===== src/rtl/nettlp_cmd_arb.sv =====
// Round-robin arbiter that feeds NetTLP commands from two requester FIFOs into the
// command core one at a time and routes register-read responses back to the requester.
package nettlp_cmd_pkg;
   typedef struct packed {
      logic [7:0]  opcode;
      logic [15:0] dwaddr;
      logic [31:0] data;
   } FIFO_NETTLP_CMD_T;

   localparam logic [7:0]  NETTLP_OPC_REG_RD = 8'h01;
   localparam logic [7:0]  NETTLP_OPC_REG_WR = 8'h02;
   localparam logic [15:0] ADAPTER_REG_MAGIC = 16'h0000;
endpackage

module nettlp_cmd_arb
   import nettlp_cmd_pkg::*;
#(
   parameter int unsigned TIMEOUT = 255
) (
   input  logic             clk,
   input  logic             rst,
   output logic             fifo_req0_rd_en,
   input  logic             fifo_req0_empty,
   input  FIFO_NETTLP_CMD_T fifo_req0_dout,
   output logic             fifo_req1_rd_en,
   input  logic             fifo_req1_empty,
   input  FIFO_NETTLP_CMD_T fifo_req1_dout,
   output logic             fifo_cmd_i_wr_en,
   input  logic             fifo_cmd_i_full,
   output FIFO_NETTLP_CMD_T fifo_cmd_i_din,
   output logic             fifo_cmd_o_rd_en,
   input  logic             fifo_cmd_o_empty,
   input  FIFO_NETTLP_CMD_T fifo_cmd_o_dout,
   output logic             fifo_rsp0_wr_en,
   input  logic             fifo_rsp0_full,
   output FIFO_NETTLP_CMD_T fifo_rsp0_din,
   output logic             fifo_rsp1_wr_en,
   input  logic             fifo_rsp1_full,
   output FIFO_NETTLP_CMD_T fifo_rsp1_din,
   output logic [15:0]      stat_timeout_cnt,
   output logic [15:0]      stat_stray_cnt
);

   typedef enum logic [1:0] {S_IDLE, S_ISSUE, S_WAIT_RSP, S_RETURN} state_t;

   localparam logic [15:0] TMO_LAST = 16'(TIMEOUT - 1);

   state_t           state_q, state_d;
   FIFO_NETTLP_CMD_T cmd_q, cmd_d, rsp_q, rsp_d;
   logic             grant_q, grant_d, last_q, last_d;
   logic [15:0]      tmo_q, tmo_d;
   logic             req0_rd_en_q, req0_rd_en_d, req1_rd_en_q, req1_rd_en_d;
   logic             cmd_i_wr_en_q, cmd_i_wr_en_d, cmd_o_rd_en_q, cmd_o_rd_en_d;
   FIFO_NETTLP_CMD_T cmd_i_din_q, cmd_i_din_d;
   logic             rsp0_wr_en_q, rsp0_wr_en_d, rsp1_wr_en_q, rsp1_wr_en_d;
   FIFO_NETTLP_CMD_T rsp0_din_q, rsp0_din_d, rsp1_din_q, rsp1_din_d;
   logic [15:0]      stat_tmo_q, stat_tmo_d, stat_stray_q, stat_stray_d;
   logic             pick;
   logic             rsp_blocked;

   function automatic logic [15:0] sat_inc(input logic [15:0] v);
      return (v == 16'hFFFF) ? v : v + 16'd1;
   endfunction

   assign rsp_blocked = grant_q ? fifo_rsp1_full : fifo_rsp0_full;

   always_ff @(posedge clk) begin
      if (rst) begin
         state_q       <= S_IDLE;
         cmd_q         <= '0;
         rsp_q         <= '0;
         grant_q       <= 1'b0;
         last_q        <= 1'b1;
         tmo_q         <= '0;
         req0_rd_en_q  <= 1'b0;
         req1_rd_en_q  <= 1'b0;
         cmd_i_wr_en_q <= 1'b0;
         cmd_i_din_q   <= '0;
         cmd_o_rd_en_q <= 1'b0;
         rsp0_wr_en_q  <= 1'b0;
         rsp0_din_q    <= '0;
         rsp1_wr_en_q  <= 1'b0;
         rsp1_din_q    <= '0;
         stat_tmo_q    <= '0;
         stat_stray_q  <= '0;
      end else begin
         state_q       <= state_d;
         cmd_q         <= cmd_d;
         rsp_q         <= rsp_d;
         grant_q       <= grant_d;
         last_q        <= last_d;
         tmo_q         <= tmo_d;
         req0_rd_en_q  <= req0_rd_en_d;
         req1_rd_en_q  <= req1_rd_en_d;
         cmd_i_wr_en_q <= cmd_i_wr_en_d;
         cmd_i_din_q   <= cmd_i_din_d;
         cmd_o_rd_en_q <= cmd_o_rd_en_d;
         rsp0_wr_en_q  <= rsp0_wr_en_d;
         rsp0_din_q    <= rsp0_din_d;
         rsp1_wr_en_q  <= rsp1_wr_en_d;
         rsp1_din_q    <= rsp1_din_d;
         stat_tmo_q    <= stat_tmo_d;
         stat_stray_q  <= stat_stray_d;
      end
   end

   always_comb begin
      state_d = state_q;
      case (state_q)
         S_IDLE:     if (!fifo_req0_empty || !fifo_req1_empty) state_d = S_ISSUE;
         S_ISSUE:    if (!fifo_cmd_i_full)
                        state_d = (cmd_q.opcode == NETTLP_OPC_REG_RD) ? S_WAIT_RSP : S_IDLE;
         S_WAIT_RSP: if (!fifo_cmd_o_empty)   state_d = S_RETURN;
                     else if (tmo_q == TMO_LAST) state_d = S_IDLE;
         S_RETURN:   if (!rsp_blocked) state_d = S_IDLE;
         default:    state_d = S_IDLE;
      endcase
   end

   always_comb begin
      cmd_d         = cmd_q;
      rsp_d         = rsp_q;
      grant_d       = grant_q;
      last_d        = last_q;
      tmo_d         = tmo_q;
      req0_rd_en_d  = 1'b0;
      req1_rd_en_d  = 1'b0;
      cmd_i_wr_en_d = 1'b0;
      cmd_i_din_d   = cmd_i_din_q;
      cmd_o_rd_en_d = 1'b0;
      rsp0_wr_en_d  = 1'b0;
      rsp0_din_d    = rsp0_din_q;
      rsp1_wr_en_d  = 1'b0;
      rsp1_din_d    = rsp1_din_q;
      stat_tmo_d    = stat_tmo_q;
      stat_stray_d  = stat_stray_q;
      pick          = 1'b0;
      case (state_q)
         S_IDLE: begin
            if (!fifo_req0_empty || !fifo_req1_empty) begin
               pick         = (!fifo_req0_empty && !fifo_req1_empty) ? ~last_q : fifo_req0_empty;
               req0_rd_en_d = ~pick;
               req1_rd_en_d = pick;
               cmd_d        = pick ? fifo_req1_dout : fifo_req0_dout;
               grant_d      = pick;
               last_d       = pick;
            end
            // The pop pulse lands one cycle late, so skip a head we are already popping.
            if (!fifo_cmd_o_empty && !cmd_o_rd_en_q) begin
               cmd_o_rd_en_d = 1'b1;
               stat_stray_d  = sat_inc(stat_stray_q);
            end
         end
         S_ISSUE: begin
            if (!fifo_cmd_i_full) begin
               cmd_i_wr_en_d = 1'b1;
               cmd_i_din_d   = cmd_q;
               tmo_d         = '0;
            end
         end
         S_WAIT_RSP: begin
            if (!fifo_cmd_o_empty) begin
               cmd_o_rd_en_d = 1'b1;
               rsp_d         = fifo_cmd_o_dout;
            end else if (tmo_q == TMO_LAST) begin
               stat_tmo_d = sat_inc(stat_tmo_q);
            end else begin
               tmo_d = tmo_q + 16'd1;
            end
         end
         S_RETURN: begin
            if (!rsp_blocked) begin
               if (grant_q) begin
                  rsp1_wr_en_d = 1'b1;
                  rsp1_din_d   = rsp_q;
               end else begin
                  rsp0_wr_en_d = 1'b1;
                  rsp0_din_d   = rsp_q;
               end
            end
         end
         default: ;
      endcase
   end

   assign fifo_req0_rd_en  = req0_rd_en_q;
   assign fifo_req1_rd_en  = req1_rd_en_q;
   assign fifo_cmd_i_wr_en = cmd_i_wr_en_q;
   assign fifo_cmd_i_din   = cmd_i_din_q;
   assign fifo_cmd_o_rd_en = cmd_o_rd_en_q;
   assign fifo_rsp0_wr_en  = rsp0_wr_en_q;
   assign fifo_rsp0_din    = rsp0_din_q;
   assign fifo_rsp1_wr_en  = rsp1_wr_en_q;
   assign fifo_rsp1_din    = rsp1_din_q;
   assign stat_timeout_cnt = stat_tmo_q;
   assign stat_stray_cnt   = stat_stray_q;

endmodule


===== config.mk =====
export PLATFORM = sky130hd
export DESIGN_NAME = nettlp_cmd_arb
export DESIGN_NICKNAME = d
export VERILOG_FILES = /design/src/rtl/nettlp_cmd_arb.sv
export SDC_FILE = /design/constraint.sdc
export NUM_CORES = 1
export LEC_CHECK = 0
export CAP_MARGIN = 10
export CELL_PAD_IN_SITES_DETAIL_PLACEMENT = 0
export CELL_PAD_IN_SITES_GLOBAL_PLACEMENT = 1
export CORE_MARGIN = 5
export CORE_UTILIZATION = 38
export CTS_BUF_LIST = sky130_fd_sc_hd__clkbuf_2
export DETAILED_ROUTE_END_ITERATION = 8
export GPL_TIMING_DRIVEN = 0
export PLACE_DENSITY_LB_ADDON = 0.1
export SLEW_MARGIN = 20
export SYNTH_ARGS = -nofsm -noshare
export SYNTH_HDL_FRONTEND = slang
export SYNTH_SLANG_ARGS = --single-unit

===== constraint.sdc =====
create_clock -name clk -period 3.6 [get_ports clk]
set_clock_uncertainty 0.15 [all_clocks]
set_input_delay 0.72 -clock clk [delete_from_list [all_inputs] [get_ports clk]]
set_output_delay 0.72 -clock clk [all_outputs]
set_load 0.03 [all_outputs]

# Yosys cells after proc, flatten, opt, wreduce, memory -nomap -nowiden
# Cells that the tools add are included.
[totals] reg_bits=338 input_bits=176 out_inout_bits=206 wordCells=96
[op_classes] eq_ne=13 mux=20 n_reduce_logical=21 bitwise_logic=12 n_addsub=3
[op_table] operator="two-way mux 56 bit" count=1
[op_table] operator="adder 16 x 1 -> 16 bit (second input constant)" count=3
[op_table] operator="two-way mux 16 bit" count=3
[op_table] operator="== test 16 bit (second input constant)" count=2
[op_table] operator="case mux 16 bit (2 select lines)" count=1
[op_table] operator="== test 16 x 8 -> 1 bit (second input constant)" count=1
[op_table] operator="two-way mux 2 bit" count=6
[op_table] operator="NOT 1 bit" count=12
[op_table] operator="AND reduction 4 bit" count=3
[op_table] operator="!= test 2 bit (second input constant)" count=5
[op_table] operator="AND reduction 3 bit" count=3
[op_table] operator="== test 8 x 1 -> 1 bit (second input constant)" count=1
[op_table] operator="case mux 2 bit (4 select lines)" count=1
[op_table] operator="two-way mux 1 bit" count=7
[op_table] operator="AND reduction 2 bit" count=3
[op_table] operator="OR reduction 3 bit" count=2
[op_table] operator="== test 2 bit (second input constant)" count=2
[op_table] operator="logical NOT 1 bit" count=4
[op_table] operator="!= test 3 bit (second input constant)" count=1
[op_table] operator="== test 2 x 1 -> 1 bit (second input constant)" count=1
[op_table] operator="logical AND 1 bit" count=2
[op_table] operator="logical NOT 2 bit" count=1
[op_table] operator="case mux 1 bit (2 select lines)" count=1
[op_table] operator="nonzero test 2 bit" count=1
[op_table] operator="other kinds (2)" count=2

# Logic depth before layout (Yosys ltp)
[logic_depth] ltp_word=4 mapped_depth=8 ltp_nobuf=7

# Least setup slack after synthesis
# OpenSTA, ideal clock, no wires.
[synth_path] path_type="input -> register" start="in fifo_cmd_o_empty" end="reg stat_stray_q[14] (netlist: stat_stray_cnt[14])" t_required_ns=3.319 slack_ns=1.296 path_buffers=0 t_arrival_ns=2.023 stages=5 setup_ns=0.131 cell_sequence="or4_1 -> nor4_1 -> and3_1 -> and3b_1 -> nor3_1"
[synth_between] elab_chain_cells=3
[synth_rtl] item="from (decl)" line_no="32" text="input logic fifo_cmd_o_empty,"
[synth_rtl] item="logical NOT 1 bit"
[synth_rtl] item="logical AND 1 bit" line_no="149" text="if (!fifo_cmd_o_empty && !cmd_o_rd_en_q) begin"
[synth_rtl] item="AND reduction 3 bit (no source line)"
[synth_rtl] item="to (signal assigned)" line_no="103" text="stat_stray_q <= stat_stray_d;"
[synth_rtl] item="to (decl)" line_no="57" text="logic [15:0] stat_tmo_q, stat_tmo_d, stat_stray_q, stat_stray_d;"
# No other way between the ends.
# A chain may end at the register's enable or synchronous reset.

# Worst setup path after layout
[layout_path] start="reg stat_tmo_q[2] (netlist: stat_timeout_cnt[2])" end="out stat_timeout_cnt[2]"
[layout_lines] item="from (decl)" line_no="57"
[layout_lines] item="from (signal assigned)" line_no="102" text="stat_tmo_q <= stat_tmo_d;"
[layout_lines] item="to (decl)" line_no="40" text="output logic [15:0] stat_timeout_cnt,"
# No word-level cell between the ends.

==> metrics.md <==
| Metric | Value |
|---|---|
| Post-synth ARST share | `0` |
| Slew headroom | `0.3757` |
| DRC | `0` |
| Final worst path period need | `2.943 ns` |
| Critical Path Max Stage Delay | `0.73 ns` |
| Net count, final | `2164` |
| Post-CTS setup buffer count | `0` |
| Dpl ws | `around 0.29 ns` |
| Worst path arrival time | `2.07 ns` |
| Clock slew at reported path FFs | `0.09 ns` |
| Gpl congestion | `0.8560` |
| CTS tree | `yes` |
| Overflow after GRT | `0` |
| Hold Buf Count CTS | `0` |
| Part of the cycle the worst path needs | `0.8175` |
| Crit-path slowest cell | `clkdlybuf4s50_1` |
| Share of cells above drive strength 1 | `0.08076` |
| Longest Clk Path Bufs | `3` |
| Post-CTS sizing | `0` |
| Synth warn | `0` |
| Max Fanout on Critical Path | `8` |
| Routed len/inst | `around 17 um` |
| Num CTS Buffers | `89` |
| Final setup viols | `0` |
| CTS root buf | `clkbuf_2` |
| MaxCap Viol Count | `0` |
| Seq cells post-synth | `~340` |
| Routed WL | `roughly 42000 um` |
| Via count | `12260` |
| CP top delay family | `buffers and inverters` |
| Pleak | `roughly 6.4 nW` |
| RSZ-0062 raised after global routing | `no` |
| Worst path cell trace | `clkdlybuf4s50_1` |
| Kind of start point of the critical path | `flip-flop` |
| Starting density of the core | `0.3845` |
| Part of the power in registers | `0.550` |
| Yosys cell types | `51` |
| Int Pwr | `5.181 mW` |
| Min-delay worst type | `input port to flip-flop` |
| Core box area | `around 0.032 mm^2` |
| Hold Fails Final Rpt | `0` |
| Final Util | `0.5433` |
| Highest Clock Rate | `339.8 MHz` |
| Sequential area share after synthesis | `0.5423` |
| Buf/Inv on CP | `1` |
| Worst skew pair latency | `0.87 ns` |
| Number of global-route vias before repair | `12170` |
| Vias/cell | `roughly 4.9` |
| Syn avg cell area | `8.253 um^2` |
| Status | `finished clean` |
| Clock share of power | `0.367` |
| Gr usage total | `0.2216` |
| Net Sw Power | `~1.9 mW` |
| VDD IR-drop max | `0.1687 mV` |
| Initial antenna violation count | `6` |
| H-tree Lvls | `3` |
| Row cnt | `66` |
| Pin count of the biggest net entering global routing | `13` |
| Post-synth EDFFs | `0` |
| Crit path capture type | `output pin` |
| First-pass GRT wire length | `roughly 65000 um` |
| Combinational share of power | `0.083` |
| Starting DRT DRC Count | `a little under 600` |
| Synthesis-to-finish area growth | `41.30%` |
| Clk sink count | `338` |
| Post-synthesis cell count | `1512` |
| Die footprint | `0.03656 mm^2` |
| First-pass iteration count of the detailed router | `7` |
| DIE WIDTH | `191.2 um` |
| # IOs | `around 380` |
| Pwr dens | `399.9 mW/mm^2` |
| Setup TNS Final | `0 ns` |
| Worst-margin pin slew | `0.9279 ns` |
| WP data required | `2.73 ns` |
| Crit path kind | `flip-flop to output pin` |
| DP HPWL | `between 30000 and 40000 um` |
| Net Count, Synth | `approximately 1700` |
| Post-synth top flop | `dfxtp_1` |
| Antenna Nets Post-Route | `0` |
| Sw frac | `0.2653` |
| Setup WS post-layout | `0.6571 ns` |
| Syn Std Cell Area | `0.01248 mm^2` |
| Pins over their slew limit | `0` |
| Die Y | `191.2 um` |
| Port buffer count | `381` |
[through the flow]
step / hold slack [ns] / std cells / total power [mW] / cell area [um^2]
after CTS: 0.1591 / 2485 / 7.164 / 17610
after floorplan: 0.2816 / 1512 / 4.203 / 12480
after global routing: 0.1573 / 2490 / 7.417 / 17630
final: 0.2434 / 2492 / 7.052 / 17630
after detailed placement: 0.2953 / 2335 / 4.553 / 16840
after global placement: 0.2883 / 2335 / 4.546 / 16840
[area by class of cell]
type | instances | area [um^2]
inverter | 61 | 229.0
antenna | 7 | 17.52
clock buffer | 138 | 690.7
buffer | 109 | 430.4
timing repair buffer | 381 | 3814
clock inverter | 12 | 78.83
tap | 442 | 553.0
sequential | 338 | 6766
multi-input combinational | 1004 | 5052
fill | 3208 | 14820
[worst register-to-register path, cell delays in order, from the launching register on]
cell      delay [ns]
dfxtp_1         0.33
buf_2           0.17
or3_1           0.42
nor3_1          0.46
clkbuf_1        0.48
clkbuf_1        0.37
a222oi_1        0.13
inv_1           0.07
[cells in the mapped netlist (4+ instances only)]
cell type | instances | area [um^2]
nand2_1 | 471 | 1768
dfxtp_1 | 338 | 6766
a21oi_1 | 239 | 1196
clkbuf_1 | 88 | 330.3
inv_1 | 61 | 229.0
a222oi_1 | 56 | 560.5
nor2_1 | 50 | 187.7
nand4_1 | 19 | 118.9
o21ai_0 | 19 | 95.09
nand3_1 | 16 | 80.08
buf_1 | 14 | 52.55
nor3_1 | 13 | 65.06
xor2_1 | 13 | 113.9
nor4_1 | 12 | 75.07
o31ai_1 | 9 | 67.56
or2_2 | 6 | 37.54
or4_1 | 6 | 45.04
xnor2_1 | 6 | 52.55
a31oi_1 | 5 | 31.28
and4_1 | 5 | 43.79
o41ai_1 | 5 | 43.79
and3_1 | 4 | 25.02
buf_2 | 4 | 20.02
ha_1 | 4 | 50.05
nand2b_1 | 4 | 25.02
or3_1 | 4 | 25.02
[flip-flops by register name, indices dropped and copies added, names as in the netlist, 2 cells and up]
register,cells
cmd_q,56
fifo_cmd_i_din,56
fifo_rsp0_din,56
fifo_rsp1_din,56
rsp_q,56
stat_stray_cnt,16
stat_timeout_cnt,16
state_q,2
tmo_q,16
[layer usage]
layer  routed length [um]  part of all wire  global-route usage  vias to the layer above
met5                   11           0.00026                   0                        -
met4                 1021             0.024             0.07790                        2
met3                 3740             0.089             0.07414                       66
met2                19760              0.47              0.3679                      437
met1                17430              0.42              0.2693                     5598
li1                     -                 -                   -                     6154
[power groups by stage]
stage / logic, mW / registers, mW / clock network, mW
2_1_floorplan: 0.213 / 3.99 / 0
3_3_place_gp: 0.585 / 3.96 / 0
3_5_place_dp: 0.589 / 3.96 / 0
4_1_cts: 0.593 / 3.88 / 2.69
5_1_grt: 0.635 / 3.89 / 2.89
6_report: 0.587 / 3.88 / 2.59
[cells by family (layout without fill, tap and decap cells)]
| group | count (synthesis) | in the layout | synth area share |
|---|---|---|---|
| compound gates | 347 | 347 | 0.1686 |
| flops | 338 | 338 | 0.5423 |
| xor+xnor | 19 | 19 | 0.01334 |
| fa+ha+maj | 4 | 4 | 0.004011 |
| simple gates | 628 | 628 | 0.2139 |
| buf+inv | 170 | 701 | 0.05284 |
| other cells | 0 | 7 | 0 |
| mux | 6 | 6 | 0.005114 |
[placed cells by master (no fill, tap or decap), types with 5 or more instances in the layout]
master	synthesis	layout
nor3_1	13	13
clkbuf_1	88	88
buf_1	14	14
nor4_1	12	12
or4_1	6	6
a31oi_1	5	5
o21ai_0	19	19
nor2_1	50	50
o41ai_1	5	5
diode_2	0	7
xnor2_1	6	6
inv_1	61	61
a21oi_1	239	239
nand3_1	16	16
clkdlybuf4s50_1	0	381
a222oi_1	56	56
nand4_1	19	19
nand2_1	471	471
or2_2	6	6
clkbuf_2	1	139
clkinv_1	0	7
o31ai_1	9	9
and4_1	5	5
xor2_1	13	13
dfxtp_1	338	338
[path summary, 6_finish.rpt]
kind | slack (ns) | to | from | cells after the start
worst min register to register | 0.28 | fifo_cmd_i_din[43]$_SDFFE_PP0P_ | cmd_q[43]$_SDFFE_PP0P_ | 2
worst min-delay path | 0.24 | rsp_q[5]$_SDFFE_PP0P_ | fifo_cmd_o_dout[5] | 3
worst max register to register | 0.95 | cmd_q[35]$_SDFFE_PP0P_ | state_q[0]$_SDFFE_PP0P_ | 7
worst max-delay path | 0.66 | stat_timeout_cnt[2] | stat_timeout_cnt[2]$_SDFFE_PP0P_ | 1
(Power assumes the default switching activity.)
